`config.mk`:
```
export PLATFORM = sky130hd
export DESIGN_NAME = cc3000_apb_spi
export DESIGN_NICKNAME = d
export VERILOG_FILES = /design/src/rtl/cc3000_apb_spi.sv
export SDC_FILE = /design/constraint.sdc
export NUM_CORES = 1
export LEC_CHECK = 0
export BUFFER_PORTS_ARGS = -buffer_cell sky130_fd_sc_hd__buf_2
export CORE_ASPECT_RATIO = 1.5
export CORE_MARGIN = 4
export CORE_UTILIZATION = 39
export CTS_CLUSTER_DIAMETER = 30
export DETAILED_ROUTE_END_ITERATION = 6
export PLACE_DENSITY = 0.7
export SLEW_MARGIN = 20
export SYNTH_ARGS = -nofsm -noshare
export SYNTH_HDL_FRONTEND = slang
export SYNTH_SLANG_ARGS = --single-unit
```
`constraint.sdc`:
```
create_clock -name FAB_CLK -period 3.3 [get_ports FAB_CLK]
set_input_delay 0.66 -clock FAB_CLK [delete_from_list [all_inputs] [get_ports FAB_CLK]]
set_output_delay 0.66 -clock FAB_CLK [all_outputs]
set_load 0.005 [all_outputs]
```
`src/rtl/cc3000_apb_spi.sv`:
```
// cc3000_apb_spi
//   APB3 completer that drives the SPI link to a CC3000 Wi-Fi module.
//   It holds a control register, a status register, a TX byte FIFO and an
//   RX byte FIFO. A mode-1 shifter (CPOL=0, CPHA=1, MSB first) empties the
//   TX FIFO onto the wire and fills the RX FIFO. The CC3000 IRQ line is
//   synchronised and can be forwarded as a fabric interrupt.
//
// Ports
//   FAB_CLK, FAB_RESET         clock (rising edge), synchronous active-high reset
//   PSEL/PENABLE/PWRITE/PADDR  APB3 request; only PADDR[3:2] selects a register
//   PWDATA, PRDATA             write / read data (PRDATA is 0 outside access)
//   PREADY, PSLVERR            always ready; error on bad address, TX overflow
//                              or RX underflow
//   SPI_CLK, SPI_DO, SPI_DI    SCLK, MOSI, MISO
//   SPI_CS_N                   chip select, software-controlled through CTRL.CS
//   CC_IRQ_N                   asynchronous active-low IRQ from the CC3000
//   INT                        fabric interrupt, active high
module cc3000_apb_spi #(
  parameter int ADDR_W     = 8,
  parameter int FIFO_DEPTH = 4,
  parameter int CLK_DIV    = 4
) (
  input  logic              FAB_CLK,
  input  logic              FAB_RESET,
  input  logic              PSEL,
  input  logic              PENABLE,
  input  logic              PWRITE,
  input  logic [ADDR_W-1:0] PADDR,
  input  logic [31:0]       PWDATA,
  output logic [31:0]       PRDATA,
  output logic              PREADY,
  output logic              PSLVERR,
  output logic              SPI_CLK,
  output logic              SPI_DO,
  input  logic              SPI_DI,
  output logic              SPI_CS_N,
  input  logic              CC_IRQ_N,
  output logic              INT
);

  localparam int PTR_W = (FIFO_DEPTH > 1) ? $clog2(FIFO_DEPTH) : 1;
  localparam int CNT_W = PTR_W + 1;
  localparam int DIV_W = (CLK_DIV > 1) ? $clog2(CLK_DIV) : 1;
  localparam logic [CNT_W-1:0] DEPTH_C   = CNT_W'(FIFO_DEPTH);
  localparam logic [DIV_W-1:0] DIV_LAST  = DIV_W'(CLK_DIV - 1);

  typedef enum logic [2:0] {
    S_IDLE,
    S_LOAD,
    S_SHIFT_HI,
    S_SHIFT_LO,
    S_DONE
  } state_t;

  state_t           r_state;
  state_t           w_state_next;

  logic [2:0]       r_ctrl;          // {IRQ_EN, CS, EN}
  logic             r_irq_meta;
  logic             r_irq_sync;
  logic             r_int;

  logic [7:0]       r_tx_mem [FIFO_DEPTH];
  logic [PTR_W-1:0] r_tx_wr;
  logic [PTR_W-1:0] r_tx_rd;
  logic [CNT_W-1:0] r_tx_cnt;
  logic [7:0]       r_rx_mem [FIFO_DEPTH];
  logic [PTR_W-1:0] r_rx_wr;
  logic [PTR_W-1:0] r_rx_rd;
  logic [CNT_W-1:0] r_rx_cnt;

  logic [7:0]       r_shift;
  logic [2:0]       r_bit;
  logic [DIV_W-1:0] r_div;
  logic             r_spi_do;
  logic             r_discard;       // byte in flight was flushed; skip its RX push

  logic             w_access;
  logic             w_addr_ok;
  logic [1:0]       w_reg;
  logic             w_wr;
  logic             w_rd;
  logic             w_flush;
  logic             w_tx_full;
  logic             w_tx_empty;
  logic             w_rx_full;
  logic             w_rx_empty;
  logic             w_tx_push;
  logic             w_tx_pop;
  logic             w_rx_push;
  logic             w_rx_pop;
  logic [7:0]       w_tx_head;
  logic [7:0]       w_rx_head;
  logic [5:0]       w_status;
  logic             w_half_end;
  logic             w_spi_clk;
  logic             w_unused;

  // ---------------------------------------------------------------- APB decode
  assign w_access  = PSEL & PENABLE;
  assign w_addr_ok = ((PADDR >> 4) == '0);
  assign w_reg     = PADDR[3:2];
  assign w_wr      = w_access & w_addr_ok & PWRITE;
  assign w_rd      = w_access & w_addr_ok & ~PWRITE;
  assign w_flush   = w_wr & (w_reg == 2'd0) & PWDATA[3];
  assign w_unused  = ^{PWDATA[31:8], PADDR[1:0]};

  assign w_tx_full  = (r_tx_cnt == DEPTH_C);
  assign w_tx_empty = (r_tx_cnt == '0);
  assign w_rx_full  = (r_rx_cnt == DEPTH_C);
  assign w_rx_empty = (r_rx_cnt == '0);
  assign w_tx_head  = r_tx_mem[r_tx_rd];
  assign w_rx_head  = r_rx_mem[r_rx_rd];

  assign w_tx_push = w_wr & (w_reg == 2'd2) & ~w_tx_full;
  assign w_rx_pop  = w_rd & (w_reg == 2'd3) & ~w_rx_empty;
  assign w_tx_pop  = (r_state == S_LOAD);
  assign w_rx_push = (r_state == S_DONE) & ~r_discard;

  assign w_status = {r_irq_sync, (r_state != S_IDLE), w_rx_empty, w_rx_full,
                     w_tx_empty, w_tx_full};

  always_comb begin
    PRDATA  = '0;
    PSLVERR = 1'b0;
    if (w_access) begin
      if (!w_addr_ok) begin
        PSLVERR = 1'b1;
      end else begin
        case (w_reg)
          2'd0: if (!PWRITE) PRDATA = {29'b0, r_ctrl};
          2'd1: if (!PWRITE) PRDATA = {26'b0, w_status};
          2'd2: if (PWRITE && w_tx_full) PSLVERR = 1'b1;
          default: begin
            if (!PWRITE) begin
              if (w_rx_empty) PSLVERR = 1'b1;
              else            PRDATA  = {24'b0, w_rx_head};
            end
          end
        endcase
      end
    end
  end

  assign PREADY = 1'b1;

  // ---------------------------------------------------------- control + IRQ
  always_ff @(posedge FAB_CLK) begin
    if (FAB_RESET) begin
      r_ctrl     <= '0;
      r_irq_meta <= 1'b0;
      r_irq_sync <= 1'b0;
      r_int      <= 1'b0;
    end else begin
      if (w_wr && (w_reg == 2'd0)) r_ctrl <= PWDATA[2:0];
      r_irq_meta <= ~CC_IRQ_N;
      r_irq_sync <= r_irq_meta;
      r_int      <= r_ctrl[2] & r_irq_sync;
    end
  end

  assign SPI_CS_N = ~r_ctrl[1];
  assign INT      = r_int;

  // ---------------------------------------------------------------- FIFOs
  // FLUSH overrides any push/pop on the same edge.
  always_ff @(posedge FAB_CLK) begin
    if (FAB_RESET || w_flush) begin
      r_tx_wr  <= '0;
      r_tx_rd  <= '0;
      r_tx_cnt <= '0;
      r_rx_wr  <= '0;
      r_rx_rd  <= '0;
      r_rx_cnt <= '0;
    end else begin
      if (w_tx_push) r_tx_wr <= r_tx_wr + 1'b1;
      if (w_tx_pop)  r_tx_rd <= r_tx_rd + 1'b1;
      case ({w_tx_push, w_tx_pop})
        2'b10:   r_tx_cnt <= r_tx_cnt + 1'b1;
        2'b01:   r_tx_cnt <= r_tx_cnt - 1'b1;
        default: r_tx_cnt <= r_tx_cnt;
      endcase
      if (w_rx_push) r_rx_wr <= r_rx_wr + 1'b1;
      if (w_rx_pop)  r_rx_rd <= r_rx_rd + 1'b1;
      case ({w_rx_push, w_rx_pop})
        2'b10:   r_rx_cnt <= r_rx_cnt + 1'b1;
        2'b01:   r_rx_cnt <= r_rx_cnt - 1'b1;
        default: r_rx_cnt <= r_rx_cnt;
      endcase
    end
  end

  // Storage has no reset; occupancy counters alone decide validity.
  always_ff @(posedge FAB_CLK) begin
    if (w_tx_push) r_tx_mem[r_tx_wr] <= PWDATA[7:0];
    if (w_rx_push) r_rx_mem[r_rx_wr] <= r_shift;
  end

  // ---------------------------------------------------------------- shifter
  assign w_half_end = (r_div == DIV_LAST);

  always_ff @(posedge FAB_CLK) begin
    if (FAB_RESET) r_state <= S_IDLE;
    else           r_state <= w_state_next;
  end

  always_comb begin
    w_state_next = r_state;
    w_spi_clk    = 1'b0;
    unique case (r_state)
      // A FLUSH on this edge empties the TX FIFO, so do not start a LOAD.
      S_IDLE:     if (r_ctrl[0] && !w_tx_empty && !w_rx_full && !w_flush)
                    w_state_next = S_LOAD;
      S_LOAD:     w_state_next = S_SHIFT_HI;
      S_SHIFT_HI: begin
        w_spi_clk = 1'b1;
        if (w_half_end) w_state_next = S_SHIFT_LO;
      end
      S_SHIFT_LO: if (w_half_end)
                    w_state_next = (r_bit == 3'd0) ? S_DONE : S_SHIFT_HI;
      S_DONE:     w_state_next = S_IDLE;
      default:    w_state_next = S_IDLE;
    endcase
  end

  always_ff @(posedge FAB_CLK) begin
    if (FAB_RESET) begin
      r_shift   <= '0;
      r_bit     <= '0;
      r_div     <= '0;
      r_spi_do  <= 1'b0;
      r_discard <= 1'b0;
    end else begin
      if ((r_state == S_SHIFT_HI) || (r_state == S_SHIFT_LO))
        r_div <= w_half_end ? '0 : r_div + 1'b1;
      else
        r_div <= '0;

      case (r_state)
        S_LOAD: begin
          r_shift  <= w_tx_head;
          r_bit    <= 3'd7;
          r_spi_do <= w_tx_head[7];      // MOSI valid on entry to the first SHIFT_HI
        end
        S_SHIFT_HI: if (w_half_end) r_shift <= {r_shift[6:0], SPI_DI};  // falling SCLK
        S_SHIFT_LO: if (w_half_end && (r_bit != 3'd0)) begin
          r_bit    <= r_bit - 1'b1;
          r_spi_do <= r_shift[7];
        end
        default: ;
      endcase

      if (r_state == S_IDLE) r_discard <= 1'b0;
      else if (w_flush)      r_discard <= 1'b1;
    end
  end

  assign SPI_CLK = w_spi_clk;
  assign SPI_DO  = r_spi_do;

endmodule

```
==> results.sh <==
export IMPL_synth_top_flop_cell="sky130_fd_sc_hd__edfxtp_1"
export IMPL_timing_hold_worst_path_depth=1
export IMPL_cp_end_kind="output pin"
export IMPL_tritoncts_num_sinks=106
export IMPL_worstRegToRegCells=8
export IMPL_grt_max_degree=25
export IMPL_first_global_vias=2766
export IMPL_hold_fix_buffers_at_cts=0
export IMPL_worst_setup_path_start_kind="input port"
export IMPL_cp_arrival_ns=2.18
export IMPL_hold_path_class="reg2reg"
export IMPL_seq_area_frac_synth=0.584
export IMPL_ios=85
export IMPL_detailedRoute_firstPassIterationCount=4
export IMPL_final_nets=458
export IMPL_setup_viol=0
export IMPL_cts_htree_levels=3
export IMPL_min_period_over_period=0.862
export IMPL_slew_headroom=0.572
export IMPL_synthesis_yosys_warnings=0
export IMPL_dp_final_hpwl_um=6270
export IMPL_drcViolationCount=0
export IMPL_yosysTopAreaCellShare=0.407
export IMPL_placement_rows=49
export IMPL_yosys_top_cells_area="sky130_fd_sc_hd__edfxtp_1 41%, sky130_fd_sc_hd__dfxtp_1 18%, sky130_fd_sc_hd__mux4_2 7.6%, sky130_fd_sc_hd__buf_4 4.3%, sky130_fd_sc_hd__nor2_1 3.5%"
export IMPL_post_drt_via_cell_ratio=4.95
export IMPL_final_setup_skew_ns=0.00780
export IMPL_dp_slack_ns=0.408
export IMPL_path_class="in2out"
export IMPL_finalCriticalPeriod_ns=2.84
export IMPL_setup_tns_ns=0
export IMPL_area_growth_pct=10.3
export IMPL_numPortBuffers=33
export IMPL_clock_latency_ns=0.35
export IMPL_synth_common_cells="64 x sky130_fd_sc_hd__edfxtp_1, 44 x sky130_fd_sc_hd__nor2_1, 42 x sky130_fd_sc_hd__dfxtp_1, 27 x sky130_fd_sc_hd__buf_4, 25 x sky130_fd_sc_hd__nand2_1"
export IMPL_grt_setup_unrepaired="false"
export IMPL_achievable_frequency_mhz=352
export IMPL_floorplan_initialDensity=0.395
export IMPL_slew_violations=0
export IMPL_vdd_ir_drop_max_mv=0.238
export IMPL_overall_global_routing_usage=0.128
export IMPL_worstMarginPinSlew_ns=0.639
export IMPL_cts_root_buffer="sky130_fd_sc_hd__clkbuf_16"
export IMPL_chipWidth_um=97.9
export IMPL_dr_first_iter_drc_count=101
export IMPL_post_synth_top_area_cell="sky130_fd_sc_hd__edfxtp_1"
export IMPL_leakage_uw=0.00184
export IMPL_crit_fanout=6
export IMPL_antenna_left=0
export IMPL_share_of_post_route_cells_with_drive_strength_above_1=0.207
export IMPL_routed_via_count=2741
export IMPL_final_report_hold_violation_count=0
export IMPL_run_status="finished, final reports clean"
export IMPL_clkTransAtPathRegs_ns=0.07
export IMPL_routedWlPerCell_um=15.3
export IMPL_clk_path_buf_depth=2
export IMPL_synth_seq_cells=106
export IMPL_drt_total_wl_um=8500
export IMPL_synth_edf_count=64
export IMPL_synth_most_common_cell="sky130_fd_sc_hd__edfxtp_1"
export IMPL_grt_overflow_total=0
export IMPL_critical_path_required_ns=2.64
export IMPL_setup_slack_of_the_critical_path_after_layout_ns=0.456
export IMPL_finalWeightedCongestion=0.777
export IMPL_tritoncts="done"
export IMPL_reported_max_cap_violation_count=0
export IMPL_global_route_wire_length_before_repair_um=13800
export IMPL_antenna_diode_count=0
export IMPL_antenna_found_initial=0
export IMPL_pwr_density_cell_nw_per_um2=473
export IMPL_postSynthCellCount=365
export IMPL_synthesis_area_per_instance_um2=13.0
export IMPL_async_flop_share=0
export IMPL_synthesis_area_um2=4730
export IMPL_cts_made_buffers=9
export IMPL_die_y_um=143
export IMPL_dieArea_um2=14000
export IMPL_cts_post_setup_buffers_inserted=0
export IMPL_post_cts_resize_count=0
export IMPL_post_route_core_utilization=0.436
export IMPL_coreArea_um2=12000
export IMPL_post_synth_num_cell_types=50
-- power by group --
part | switching, uW | leakage [uW] | internal, uW
Sequential | 0.630 | 0.000922 | 1390
Clock | 492 | 0.000139 | 527
Combinational | 35.4 | 0.000776 | 15.6
-- cells in the final DEF (no fill, tap or decap), types with 2 or more instances in the layout --
| cell type | synthesis | final |
|---|---|---|
| sky130_fd_sc_hd__inv_8 | 0 | 3 |
| sky130_fd_sc_hd__and2_1 | 12 | 12 |
| sky130_fd_sc_hd__nand2_1 | 25 | 25 |
| sky130_fd_sc_hd__clkbuf_16 | 0 | 9 |
| sky130_fd_sc_hd__a311oi_1 | 10 | 10 |
| sky130_fd_sc_hd__or3_1 | 3 | 3 |
| sky130_fd_sc_hd__fa_1 | 2 | 2 |
| sky130_fd_sc_hd__nor4_4 | 3 | 3 |
| sky130_fd_sc_hd__ha_1 | 13 | 13 |
| sky130_fd_sc_hd__o21ai_0 | 4 | 4 |
| sky130_fd_sc_hd__buf_2 | 2 | 33 |
| sky130_fd_sc_hd__edfxtp_1 | 64 | 64 |
| sky130_fd_sc_hd__nand4b_1 | 2 | 2 |
| sky130_fd_sc_hd__nor3b_1 | 2 | 2 |
| sky130_fd_sc_hd__a22oi_1 | 2 | 2 |
| sky130_fd_sc_hd__a21oi_2 | 2 | 2 |
| sky130_fd_sc_hd__nand2b_1 | 2 | 2 |
| sky130_fd_sc_hd__nor2_1 | 44 | 44 |
| sky130_fd_sc_hd__buf_4 | 27 | 3 |
| sky130_fd_sc_hd__inv_1 | 18 | 18 |
| sky130_fd_sc_hd__a211oi_1 | 2 | 2 |
| sky130_fd_sc_hd__xor2_1 | 5 | 5 |
| sky130_fd_sc_hd__nor3_1 | 8 | 8 |
| sky130_fd_sc_hd__mux4_2 | 16 | 16 |
| sky130_fd_sc_hd__conb_1 | 2 | 25 |
| sky130_fd_sc_hd__mux2i_1 | 6 | 6 |
| sky130_fd_sc_hd__clkinv_4 | 0 | 2 |
| sky130_fd_sc_hd__xnor2_1 | 6 | 6 |
| sky130_fd_sc_hd__or3b_2 | 3 | 3 |
| sky130_fd_sc_hd__mux2_2 | 2 | 2 |
| sky130_fd_sc_hd__dfxtp_1 | 42 | 42 |
| sky130_fd_sc_hd__a21oi_1 | 8 | 8 |
-- metrics by stage --
step	hold WS, ns	total power [uW]	std cells	instance area [um^2]
after detailed placement	0.423	1480	538	4930
after global placement	0.414	1470	538	4930
after global routing	0.468	2540	554	5210
after CTS	0.431	2490	554	5210
after floorplan	0.405	1470	388	4810
final	0.425	2460	554	5210
-- cell families after synthesis --
logic type,after synthesis,synth area share
adder cells (fa/ha/maj),15,0.0429
multiplexers,24,0.0937
buffers and inverters,58,0.0715
XOR/XNOR,11,0.0204
flip-flops,106,0.584
AO/OA/AOI/OAI,36,0.0569
other,2,0.00159
AND/OR/NAND/NOR,113,0.129
-- worst paths after layout --
path	from	endpoint	slack (ns)
worst max-delay path	PADDR[5]	PRDATA[1]	0.46
worst min-delay path	r_div[0]$_SDFF_PP0_	r_div[0]$_SDFF_PP0_	0.42
worst max register to register	r_state[0]$_SDFFE_PP0P_	r_tx_cnt[2]$_SDFFE_PP0P_	0.96
worst min register to register	r_div[0]$_SDFF_PP0_	r_div[0]$_SDFF_PP0_	0.42
-- cell type report --
cell class,count,area [um^2]
clock buffer,9,225
inverter,19,71.3
timing repair buffer,36,188
fill,1120,6740
multi-input combinational,224,1710
sequential,106,2760
tap,153,191
clock inverter,7,62.6
-- state kept, by name (all words and copies together), names as in the netlist, 3 cells and up, named ones only --
register  count
r_tx_cnt      3
r_state       3
r_rx_cnt      3
r_tx_mem     32
r_bit         3
r_ctrl        3
r_shift       8
r_rx_mem     32
-- worst max-delay path, stage by stage --
cell and delay [ns]:
sky130_fd_sc_hd__buf_2 0.09, sky130_fd_sc_hd__or4_4 0.61, sky130_fd_sc_hd__or3_2 0.52, sky130_fd_sc_hd__a21oi_1 0.16, sky130_fd_sc_hd__buf_2 0.14
-- layer usage --
metal | vias up | routed length (um) | GRT usage
met1 | 1329 | 3270 | 0.136
met4 | 0 | 179 | 0.0591
met2 | 77 | 4580 | 0.236
met3 | 11 | 475 | 0.0323
met5 | - | 0 | 0
li1 | 1324 | - | -
Note: power is estimated with default switching activity, not from simulation.
